### src/rtl/pipeline_stall_ctrl_pkg.sv
// Shared constants for the pipeline hazard controller: reset/stall levels,
// stage indices (bit position of each stage in the stall vector) and the
// flush sequencer state encoding.
package pipeline_stall_ctrl_pkg;

  // Reset and stall-request polarities
  localparam logic RST_ENABLE = 1'b1;
  localparam logic STOP       = 1'b1;
  localparam logic NO_STOP    = 1'b0;

  // Stage indices into stallreq/stall
  localparam int STG_PC  = 0;
  localparam int STG_IF  = 1;
  localparam int STG_ID  = 2;
  localparam int STG_EX  = 3;
  localparam int STG_MEM = 4;
  localparam int STG_WB  = 5;
  localparam int STG_NUM = STG_WB + 1;

  // Flush sequencer states
  typedef enum logic {
    ST_RUN   = 1'b0,
    ST_FLUSH = 1'b1
  } state_e;

endpackage

### src/rtl/pipeline_stall_ctrl_prefix_enc.sv
// Purpose : turns per-stage stall requests into a thermometer hold mask
//           (highest requesting stage and every younger stage hold).
// Latency : combinational, 0 cycles. Backpressure: none, pure function.
// Ports   : i_stallreq [STAGES] request bits in; o_mask [STAGES] hold mask out.
module stall_prefix_enc
  import pipeline_stall_ctrl_pkg::*;
#(
  parameter int STAGES = STG_NUM
) (
  input  logic [STAGES-1:0] i_stallreq,
  output logic [STAGES-1:0] o_mask
);

  logic w_acc;

  // Walk from the oldest stage downwards; once any request is seen every
  // lower-index bit holds too, which yields bits [k:0] set.
  always_comb begin
    w_acc  = NO_STOP;
    o_mask = '0;
    for (int i = STAGES - 1; i >= 0; i--) begin
      w_acc     = w_acc | (i_stallreq[i] == STOP);
      o_mask[i] = w_acc;
    end
  end

endmodule

### src/rtl/pipeline_stall_ctrl.sv
// Purpose : pipeline hazard controller - stall mask, one-cycle exception flush
//           with PC redirect, saturating stall-cycle counter, stall watchdog.
// Latency : stall is combinational; flush/new_pc appear 1 cycle after excp_req.
// Backpressure: none; excp_req arriving during the flush cycle is dropped.
// Ports   : clk, resetn (sync, active-high); stallreq/excp_req/excp_vector in;
//           stall, flush, new_pc, stall_cnt, watchdog_err out.
module pipeline_stall_ctrl
  import pipeline_stall_ctrl_pkg::*;
#(
  parameter int STAGES    = STG_NUM,
  parameter int ADDR_W    = 32,
  parameter int CNT_W     = 32,
  parameter int MAX_STALL = 0
) (
  input  logic              clk,
  input  logic              resetn,
  input  logic [STAGES-1:0] stallreq,
  input  logic              excp_req,
  input  logic [ADDR_W-1:0] excp_vector,
  output logic [STAGES-1:0] stall,
  output logic              flush,
  output logic [ADDR_W-1:0] new_pc,
  output logic [CNT_W-1:0]  stall_cnt,
  output logic              watchdog_err
);

  state_e             r_state;
  state_e             w_state_nxt;
  logic               w_latch;
  logic [STAGES-1:0]  w_mask;
  logic               w_stalled;
  logic [ADDR_W-1:0]  r_new_pc;
  logic [CNT_W-1:0]   r_stall_cnt;

  stall_prefix_enc #(
    .STAGES (STAGES)
  ) u_enc (
    .i_stallreq (stallreq),
    .o_mask     (w_mask)
  );

  // The flush cycle clears every pipeline register, so holding any of them
  // at the same time would be meaningless; reset also masks the stall.
  always_comb begin
    stall = w_mask;
    if (resetn == RST_ENABLE || r_state == ST_FLUSH) begin
      stall = '0;
    end
  end

  assign w_stalled = |stall;

  always_comb begin
    w_state_nxt = r_state;
    w_latch     = 1'b0;
    case (r_state)
      ST_RUN: begin
        if (excp_req) begin
          w_latch     = 1'b1;
          w_state_nxt = ST_FLUSH;
        end
      end
      ST_FLUSH: begin
        w_state_nxt = ST_RUN;
      end
      default: begin
        w_state_nxt = ST_RUN;
      end
    endcase
  end

  always_ff @(posedge clk) begin
    if (resetn == RST_ENABLE) begin
      r_state     <= ST_RUN;
      r_new_pc    <= '0;
      r_stall_cnt <= '0;
    end else begin
      r_state <= w_state_nxt;
      if (w_latch) begin
        r_new_pc <= excp_vector;
      end
      if (w_stalled && r_stall_cnt != {CNT_W{1'b1}}) begin
        r_stall_cnt <= r_stall_cnt + 1'b1;
      end
    end
  end

  assign flush     = (r_state == ST_FLUSH);
  assign new_pc    = r_new_pc;
  assign stall_cnt = r_stall_cnt;

  generate
    if (MAX_STALL > 0) begin : g_wdog
      localparam int RUN_W = $clog2(MAX_STALL + 1);
      logic [RUN_W-1:0] r_run;
      logic             r_wd_err;

      always_ff @(posedge clk) begin
        if (resetn == RST_ENABLE) begin
          r_run    <= '0;
          r_wd_err <= 1'b0;
        end else if (w_stalled) begin
          if (r_run != RUN_W'(MAX_STALL)) begin
            r_run <= r_run + 1'b1;
          end
          // This stalled cycle brings the run length to MAX_STALL.
          if (r_run >= RUN_W'(MAX_STALL - 1)) begin
            r_wd_err <= 1'b1;
          end
        end else begin
          r_run <= '0;
        end
      end

      assign watchdog_err = r_wd_err;
    end else begin : g_no_wdog
      assign watchdog_err = 1'b0;
    end
  endgenerate

endmodule
### config.mk
export PLATFORM = sky130hd
export DESIGN_NAME = pipeline_stall_ctrl
export DESIGN_NICKNAME = d
export VERILOG_FILES = /design/src/rtl/pipeline_stall_ctrl_pkg.sv /design/src/rtl/pipeline_stall_ctrl_prefix_enc.sv /design/src/rtl/pipeline_stall_ctrl.sv
export SDC_FILE = /design/constraint.sdc
export NUM_CORES = 1
export LEC_CHECK = 0
export BUFFER_PORTS_ARGS = -buffer_cell sky130_fd_sc_hd__buf_4
export CAP_MARGIN = 20
export CORE_UTILIZATION = 51
export DETAILED_ROUTE_END_ITERATION = 8
export PLACE_DENSITY = 0.87
export SYNTH_ARGS = -nofsm -noshare
export SYNTH_HDL_FRONTEND = slang
export SYNTH_SLANG_ARGS = --single-unit
export TNS_END_PERCENT = 10
### constraint.sdc
create_clock -name clk -period 4.25 [get_ports clk]
set_input_delay 0.85 -clock clk [delete_from_list [all_inputs] [get_ports clk]]
set_output_delay 0.85 -clock clk [all_outputs]
set_load 0.05 [all_outputs]
== Word-level counts from Yosys, hierarchy flattened ==
Index checks and enable logic that the tools add are counted.

* Register bits: 65
* Output and inout port bits: 72

* Add/subtract/negate cells: 1
* Equality and inequality tests: 1
* Mux-type cells: 4
* Bitwise gates (word level): 6
* Reductions and logical operators: 3

{| class="wikitable"
|+ Operators by type and width
! kind !! number
|-
| adder 32 x 1 -> 32 bit (second input constant) || 1
|-
| != test 32 bit (second input constant) || 1
|-
| 2-to-1 mux 6 bit || 1
|-
| OR reduction 6 bit || 1
|-
| bitwise OR 1 bit || 5
|-
| 2-to-1 mux 1 bit || 2
|-
| case mux 1 bit (2 select lines) || 1
|-
| logical AND 1 bit || 1
|-
| logical OR 1 bit || 1
|-
| inverter 1 bit || 1
|}

== Logic depth before layout (Yosys ltp) ==
Gate-level depths: netlist of run 1.

* Depth after elaboration: 8
* Mapped depth: 8
* Gate-level depth less buffers: 6

== Modules after synthesis ==
Synthesis of run 1 repeated with hierarchy kept, for this count alone.

* Cells, all modules: 364
* Area, all modules: 2,987.9 µm²

{| class="wikitable"
|+ By module, submodules not included
! module !! times used !! cells each !! area each (µm²) !! seq. area each (µm²)
|-
| pipeline_stall_ctrl || 1 || 357 || 2,935.3 || 1,301.2
|-
| stall_prefix_enc || 1 || 7 || 52.6 || 0.0
|}

== Worst setup path after synthesis of run 1 ==
Ideal clock, no wire load.

* Path type: input -> register
* Start: input port stallreq[4]
* End: register r_stall_cnt[31], in the netlist stall_cnt[31]
* Arrival time: 2.958 ns
* Data required time: 4.135 ns
* Setup slack: 1.177 ns
* Stages: 7
* Cells stage by stage: or4_1 > o31ai_2 > inv_1 > o2111ai_1 > clkbuf_1 > nor3_1 > o21ba_2

* Word-level cells in the longest chain between the ends: 8

{| class="wikitable"
|+ RTL lines
! item !! RTL line !! RTL
|-
| from (decl) || pipeline_stall_ctrl.sv:17 || <nowiki>input logic [STAGES-1:0] stallreq,</nowiki>
|-
| bitwise OR 1 bit (5 in series) || pipeline_stall_ctrl_prefix_enc.sv:22 || <nowiki>w_acc = w_acc | (i_stallreq[i] == STOP);</nowiki>
|-
| 2-to-1 mux 6 bit || pipeline_stall_ctrl.sv:46 || <nowiki>if (resetn == RST_ENABLE || r_state == ST_FLUSH) begin</nowiki>
|-
| via stall[0] || pipeline_stall_ctrl.sv:20 || <nowiki>output logic [STAGES-1:0] stall,</nowiki>
|-
| OR reduction 6 bit || pipeline_stall_ctrl.sv:51 || <nowiki>assign w_stalled = |stall;</nowiki>
|-
| logical AND 1 bit || pipeline_stall_ctrl.sv:82 || <nowiki>if (w_stalled && r_stall_cnt != {CNT_W{1'b1}}) begin</nowiki>
|-
| to (signal assigned) || pipeline_stall_ctrl.sv:83 || <nowiki>r_stall_cnt <= r_stall_cnt + 1'b1;</nowiki>
|-
| to (decl) || pipeline_stall_ctrl.sv:33 || <nowiki>logic [CNT_W-1:0] r_stall_cnt;</nowiki>
|}

The timed path passes the listed nets, and every way through them passes these cells.
A chain may end at the register's enable or synchronous reset.

== Final worst setup path of run 1 ==
* Start: input port stallreq[4]
* End: output port stall[0]

* Word-level cells in the longest chain between the ends: 6

{| class="wikitable"
|+ RTL lines
! item !! RTL line
|-
| bitwise OR 1 bit (5 in series) || pipeline_stall_ctrl_prefix_enc.sv:22
|-
| 2-to-1 mux 6 bit || pipeline_stall_ctrl.sv:46
|-
| to (decl) || pipeline_stall_ctrl.sv:20
|}

Every way passes these cells.

==> results of run 1 <==
-- worst reg2reg max path, cell delays in order, from the launching register on --
cell and delay, ps:
dfxtp_1 440, nand4_2 230, or4_1 760, o31ai_2 920, o21ai_0 230, a21oi_1 200
-- layout make-up --
class,instances,area [sq um]
clock buffers,15,156
well taps,70,87.6
inverters,6,22.5
multi-input cells,252,1350
repair buffers,114,883
fillers,399,1340
flip-flops and latches,65,1300
-- state kept, by name, indices dropped and copies added, names as in the netlist --
| register | count |
|---|---|
| flush | 1 |
| stall_cnt | 32 |
| new_pc | 32 |
-- kinds of logic after synthesis --
logic type               Yosys count  synth area share
buffers and inverters             25            0.0368
flip-flops                        65             0.473
AND/OR/NAND/NOR                  151             0.268
XOR/XNOR                           6            0.0191
AO/OA/AOI/OAI                     92             0.194
adder cells (fa/ha/maj)            1           0.00455
other                              1           0.00136
multiplexers                       1           0.00364
-- layout by cell type (no fill, tap or decap) --
cell / instances
a21oi_1: 56
o21ai_0: 15
mux2i_1: 1
xor2_1: 2
o31ai_1: 8
and2_1: 4
nor3_1: 3
o31a_1: 1
a2111oi_0: 2
buf_16: 1
nor2_1: 12
clkbuf_1: 5
clkbuf_8: 10
nand4_2: 1
ha_1: 1
conb_1: 1
o21a_1: 3
nand4_1: 10
nand2b_1: 1
o41ai_1: 2
nor2b_2: 1
dfxtp_1: 65
nand3_1: 6
buf_4: 112
a211oi_1: 1
xnor2_1: 4
and4_1: 2
buf_8: 1
nor4_1: 3
inv_1: 6
o2111ai_1: 1
nand2_1: 77
o31ai_2: 2
or3_1: 17
or2_2: 2
or4_1: 12
o21ba_2: 1
-- metrics by stage --
stage / instances / instance area (sq um) / worst slack [ps]
2_1_floorplan: 342 / 2750 / 1180
3_3_place_gp: 505 / 3600 / 953
3_5_place_dp: 507 / 3650 / 909
4_1_cts: 522 / 3800 / 887
5_1_grt: 522 / 3800 / 779
6_report: 522 / 3800 / 871
-- per-layer routing --
metal | vias up | global-route usage | wire [microns]
met3 | 11 | 0.116 | 607
met4 | 0 | 0.0926 | 109
li1 | 1424 | - | -
met1 | 1303 | 0.301 | 3030
met2 | 93 | 0.435 | 3530
met5 | - | 0 | 0
-- how the worst max path moves through the flow --
stage / from / to / slack, ps / depth (start not counted)
finish: stallreq[4] / stall[0] / 870 / 5
global route: stallreq[4] / stall[0] / 780 / 5
CTS: stallreq[4] / stall[0] / 890 / 5
detailed placement: stallreq[4] / stall[0] / 910 / 5
global placement: stallreq[4] / stall[0] / 950 / 5
floorplan: stallreq[4] / stall_cnt[31] / 1180 / 7
-- power breakdown --
group          switching (mW)  internal [mW]  leakage (nW)
combinational           0.147         0.0760         0.904
sequential             0.0123          0.630         0.529
clock                   0.215          0.226        0.0778
==> summary.md, run 1 <==
| Metric | Value |
|---|---|
| Status | `complete, no violations` |
| Max VDD drop | `0.000281 V` |
| GR Util All Layers | `0.262` |
| Max-slew headroom | `0.324` |
| Post-CTS Setup Bufs | `0` |
| Cell Area, Synth | `around 2800 sq um` |
| First DRT Iteration DRCs | `181` |
| CTS tree | `built` |
| Crit end category | `output port` |
| # setup viols final | `0` |
| Hold_sp | `new_pc[9]` |
| Global-route wire length before repair | `11.2 mm` |
| Critical Path Fanout Max | `9` |
| Core area | `5140 sq um` |
| Fin Setup TNS | `0 ps` |
| Hold Crit Class | `reg -> reg` |
| Vias per inst | `between 5 and 6` |
| Arrival time worst endpoint | `2530 ps` |
| Yosys cell types | `35` |
| Crit-path slowest cell | `or4_1` |
| Max-cap violation count | `0` |
| Largest stage delay on the critical path | `580 ps` |
| Port buffer count | `around 110` |
| Initial DRT Pass Iterations | `4` |
| Cell taking the most area after synthesis | `dfxtp_1` |
| RSZ-0062 raised after global routing | `no` |
| Syn_area_per_cell | `8.04 sq um` |
| Reg clk slew, reported paths | `~60 ps` |
| ANT nets after route | `0` |
| Placer congestion estimate | `0.810` |
| Worst reg2reg path endpoint | `stall_cnt[6]` |
| Fin crit period | `3380 ps` |
| Sink Count | `65` |
| WHS | `453 ps` |
| Power density cells | `343 nW/um^2` |
| # rows | `26` |
| Hold EP | `new_pc[9]` |
| Top cell type's share of synthesized area | `0.473` |
| Cell repeated most along the worst path | `buf_4` |
| Cts bufs inserted | `9` |
| Slew Viols, Final | `0` |
| # DRC | `0` |
| Global route total overflow | `0` |
| R2r worst-path depth | `5` |
| Die X | `75.5 microns` |
| Ratio of cells with drive above 1 in the final layout | `0.290` |
| Layout area overhead | `38.2%` |
| Buf+Inv Stages, Crit Path | `3` |
| Hold Fails Final Rpt | `0` |
| Initial Utilization | `0.535` |
| Leak pwr | `1.51 nW` |
| Clock Latency Late Sink | `330 ps` |
| Nets | `slightly below 500` |
| Synth area leaders | `dfxtp_1 (47%), nand2_1 (11%), a21oi_1 (10%), or3_1 (3.9%), or4_1 (3.3%)` |
| Count leader, synth | `nand2_1` |
| CP cell instances | `buf_4 -> or4_1 -> o31ai_2 -> inv_1 -> buf_4` |
| Critical path class | `in -> out` |
| Htree depth | `3` |
| Wire length after detailed routing | `7.28 mm` |
| Worst-case clock buffer depth | `2` |
| Final Util | `0.740` |
| Post-DP HPWL | `about 5.2 mm` |
| Max Fclk | `296 MHz` |
| Total power | `1.31 mW` |
| Post_cts resized | `0` |
| CTS root buffer | `clkbuf_8` |
| CP Data Required Time | `3400 ps` |
| Tightest Pin Transition | `a little over 1000 ps` |
| Die footprint | `5690 sq um` |
| Diode count | `0` |
| IO Count | `113` |
| Tcrit/Tclk final | `0.795` |
| FF+latch count, synth | `65` |
| Top_reg_cell synth | `dfxtp_1` |
| Initial antenna violation count | `0` |
| Commonest cells post-synth | `nand2_1 (77), dfxtp_1 (65), a21oi_1 (56)` |
| Largest net degree at the start of global routing | `65` |
| R2R Path Start | `stall_cnt[3]` |
| Vias in the first global route | `around 2.6k` |
| Via count | `2831` |
| Hold-critical path depth | `2` |
| Number of synthesized flops with an enable pin | `0` |
| Flop2flop setup slack | `1400 ps` |
| DIE HEIGHT | `75.5 microns` |
| FFs w/ async S/R, synth | `0` |
| CP startpoint kind | `input port` |
| Gate count of the mapped netlist | `approximately 340` |
| Wire per inst | `around 14 microns` |
| Clock skew | `slightly below 5 ps` |
| Synthesis Warnings | `0` |
| Delay-heaviest family, CP | `buffers and inverters` |
| Hold buffers post-CTS | `0` |
| Syn Nets | `384` |
| Register area share after synthesis | `0.473` |
(Power assumes the default switching activity.)
==> run 2, diff against run 1 <==
--- a/config.mk
+++ b/config.mk
@@ -7,9 +7,9 @@
 export LEC_CHECK = 0
 export BUFFER_PORTS_ARGS = -buffer_cell sky130_fd_sc_hd__buf_4
 export CAP_MARGIN = 20
-export CORE_UTILIZATION = 51
+export CORE_UTILIZATION = 48
 export DETAILED_ROUTE_END_ITERATION = 8
-export PLACE_DENSITY = 0.87
+export PLACE_DENSITY = 0.83
 export SYNTH_ARGS = -nofsm -noshare
 export SYNTH_HDL_FRONTEND = slang
 export SYNTH_SLANG_ARGS = --single-unit
==> constraint.sdc (replaced) <==
create_clock -name clk -period 3.3 [get_ports clk]
set_input_delay 0.66 -clock clk [delete_from_list [all_inputs] [get_ports clk]]
set_output_delay 0.66 -clock clk [all_outputs]
set_load 0.05 [all_outputs]
==> summary.md, run 2 (synthesized netlist as in run 1, its figures left out) <==
| Metric | Value |
|---|---|
| Cell repeated most along the worst path | `buf_4 (unchanged)` |
| Hold Fails Final Rpt | `0 (unchanged)` |
| Buf+Inv Stages, Crit Path | `3 (unchanged)` |
| Critical path class | `in -> out (unchanged)` |
| # DRC | `0 (unchanged)` |
| Max-cap violation count | `0 (unchanged)` |
| Initial antenna violation count | `0 (unchanged)` |
| Hold buffers post-CTS | `0 (unchanged)` |
| Wire length after detailed routing | `6.92 mm (was 7.28 mm)` |
| Max Fclk | `338 MHz` |
| Clock skew | `5.55 ps (was 4.97 ps)` |
| Wire per inst | `13.2 microns (was 13.9 microns)` |
| First DRT Iteration DRCs | `139 (was 181)` |
| Total power | `1.72 mW (was 1.31 mW)` |
| Vias in the first global route | `2513 (was 2581)` |
| Fin Setup TNS | `0 ps (unchanged)` |
| Worst-case clock buffer depth | `2 (unchanged)` |
| # rows | `27 (was 26)` |
| Port buffer count | `111 (unchanged)` |
| Fin crit period | `2960 ps` |
| Hold Crit Class | `reg -> reg (unchanged)` |
| Status | `complete, no violations (unchanged)` |
| RSZ-0062 raised after global routing | `no (unchanged)` |
| GR Util All Layers | `0.232 (was 0.262)` |
| Largest stage delay on the critical path | `580 ps (about the same)` |
| Die footprint | `6040 sq um (was 5690 sq um)` |
| Htree depth | `3 (unchanged)` |
| Critical Path Fanout Max | `9 (unchanged)` |
| Layout area overhead | `38.4% (was 38.2%)` |
| R2r worst-path depth | `5 (unchanged)` |
| Filler instances | `469 (was 399)` |
| DIE HEIGHT | `77.7 microns (was 75.5 microns)` |
| Global-route wire length before repair | `11.0 mm (was 11.2 mm)` |
| Initial Utilization | `0.500 (was 0.535)` |
| Largest net degree at the start of global routing | `65 (unchanged)` |
| Most common cell after layout, fill and taps aside | `buf_4 (unchanged)` |
| Post_cts resized | `0 (unchanged)` |
| Power density cells | `451 nW/um^2 (was 343 nW/um^2)` |
| Final Util | `0.692 (was 0.740)` |
| CP Data Required Time | `2640 ps (was 3400 ps)` |
| Cts bufs inserted | `9 (unchanged)` |
| Arrival time worst endpoint | `2300 ps (was 2530 ps)` |
| CP startpoint kind | `input port (unchanged)` |
| Vias per inst | `5.38 (was 5.42)` |
| Hold-critical path depth | `2 (unchanged)` |
| Slew Viols, Final | `0 (unchanged)` |
| Core area | `5510 sq um (was 5140 sq um)` |
| CTS tree | `built (unchanged)` |
| Placer congestion estimate | `0.847 (was 0.810)` |
| Sink Count | `65 (unchanged)` |
| Max-slew headroom | `0.449 (was 0.324)` |
| CP cell instances | `buf_4 -> or4_1 -> o31ai_2 -> inv_1 -> buf_4 (unchanged)` |
| Delay-heaviest family, CP | `buffers and inverters (unchanged)` |
| Post-CTS Setup Bufs | `0 (unchanged)` |
| Nets | `491 (was 490)` |
| Via count | `2823 (was 2831)` |
| Initial DRT Pass Iterations | `4 (unchanged)` |
| Global route total overflow | `0 (unchanged)` |
| Diode count | `0 (unchanged)` |
| Reg clk slew, reported paths | `70 ps (was 60 ps)` |
| Ratio of cells with drive above 1 in the final layout | `0.302 (was 0.290)` |
| Crit-path slowest cell | `or4_1 (unchanged)` |
| Leak pwr | `1.53 nW (was 1.51 nW)` |
| Post-DP HPWL | `4.88 mm (was 5.16 mm)` |
| Die X | `77.7 microns (was 75.5 microns)` |
| Most frequent cells in the layout | `buf_4 (115), nand2_1 (77), dfxtp_1 (65), a21oi_1 (56), or3_1 (17) (was buf_4 (112), nand2_1 (77), dfxtp_1 (65), a21oi_1 (56), or3_1 (17))` |
| ANT nets after route | `0 (unchanged)` |
| Crit end category | `output port (unchanged)` |
| # setup viols final | `0 (unchanged)` |
| Tightest Pin Transition | `820 ps (was 1010 ps)` |
| Clock Latency Late Sink | `330 ps (about the same)` |
| Post-route cell area | `3810 sq um (was 3800 sq um)` |
| Placed Area | `3620 sq um (was 3650 sq um)` |
| IO Count | `113 (unchanged)` |
| CTS root buffer | `clkbuf_8 (unchanged)` |
| Max VDD drop | `0.000389 V (was 0.000281 V)` |
| Tcrit/Tclk final | `0.897` |
| Crit. path cell count | `5 (unchanged)` |
[run 2: layer usage]
metal	global-route usage	up-vias	wire length (microns)
li1	-	1429	-
met1	0.276	1277	2990
met2	0.369	103	3090
met3	0.0824	14	695
met4	0.115	0	142
met5	0	-	0
[run 2: metrics by stage]
stage,cells,setup WS [ps],hold WS (ps)
5_1_grt,525,241,473
3_3_place_gp,509,426,442
6_report,525,338,456
3_5_place_dp,509,370,447
4_1_cts,524,379,457
2_1_floorplan,342,417,673
[run 2: area by class of cell]
type / count / area [sq um] / area share
sequential: 65 / 1300 / 0.342
clock inverter: 3 / 15.0 / 0.00394
inverter: 6 / 22.5 / 0.00591
clock buffer: 12 / 165 / 0.0434
tap: 72 / 90.1 / 0.0237
multi-input combinational: 252 / 1350 / 0.355
timing repair buffer: 115 / 863 / 0.227
[run 2: power by group]
group	internal [mW]	switching, mW
sequential	0.811	0.0154
combinational	0.0942	0.187
clock	0.326	0.285
total	1.23	0.487
[run 2: path summary, 6_finish.rpt]
| check | start | to | slack (ps) |
|---|---|---|---|
| hold reg to reg | new_pc[16] | new_pc[16] | 460 |
| setup / recovery | stallreq[4] | stall[0] | 340 |
| hold / removal | new_pc[16] | new_pc[16] | 460 |
| setup reg to reg | stall_cnt[4] | stall_cnt[26] | 570 |
[run 2: worst min-delay path: stages (launching register included)]
cell	delay [ps]
dfxtp_1	310
nand2_1	50
a21oi_1	50
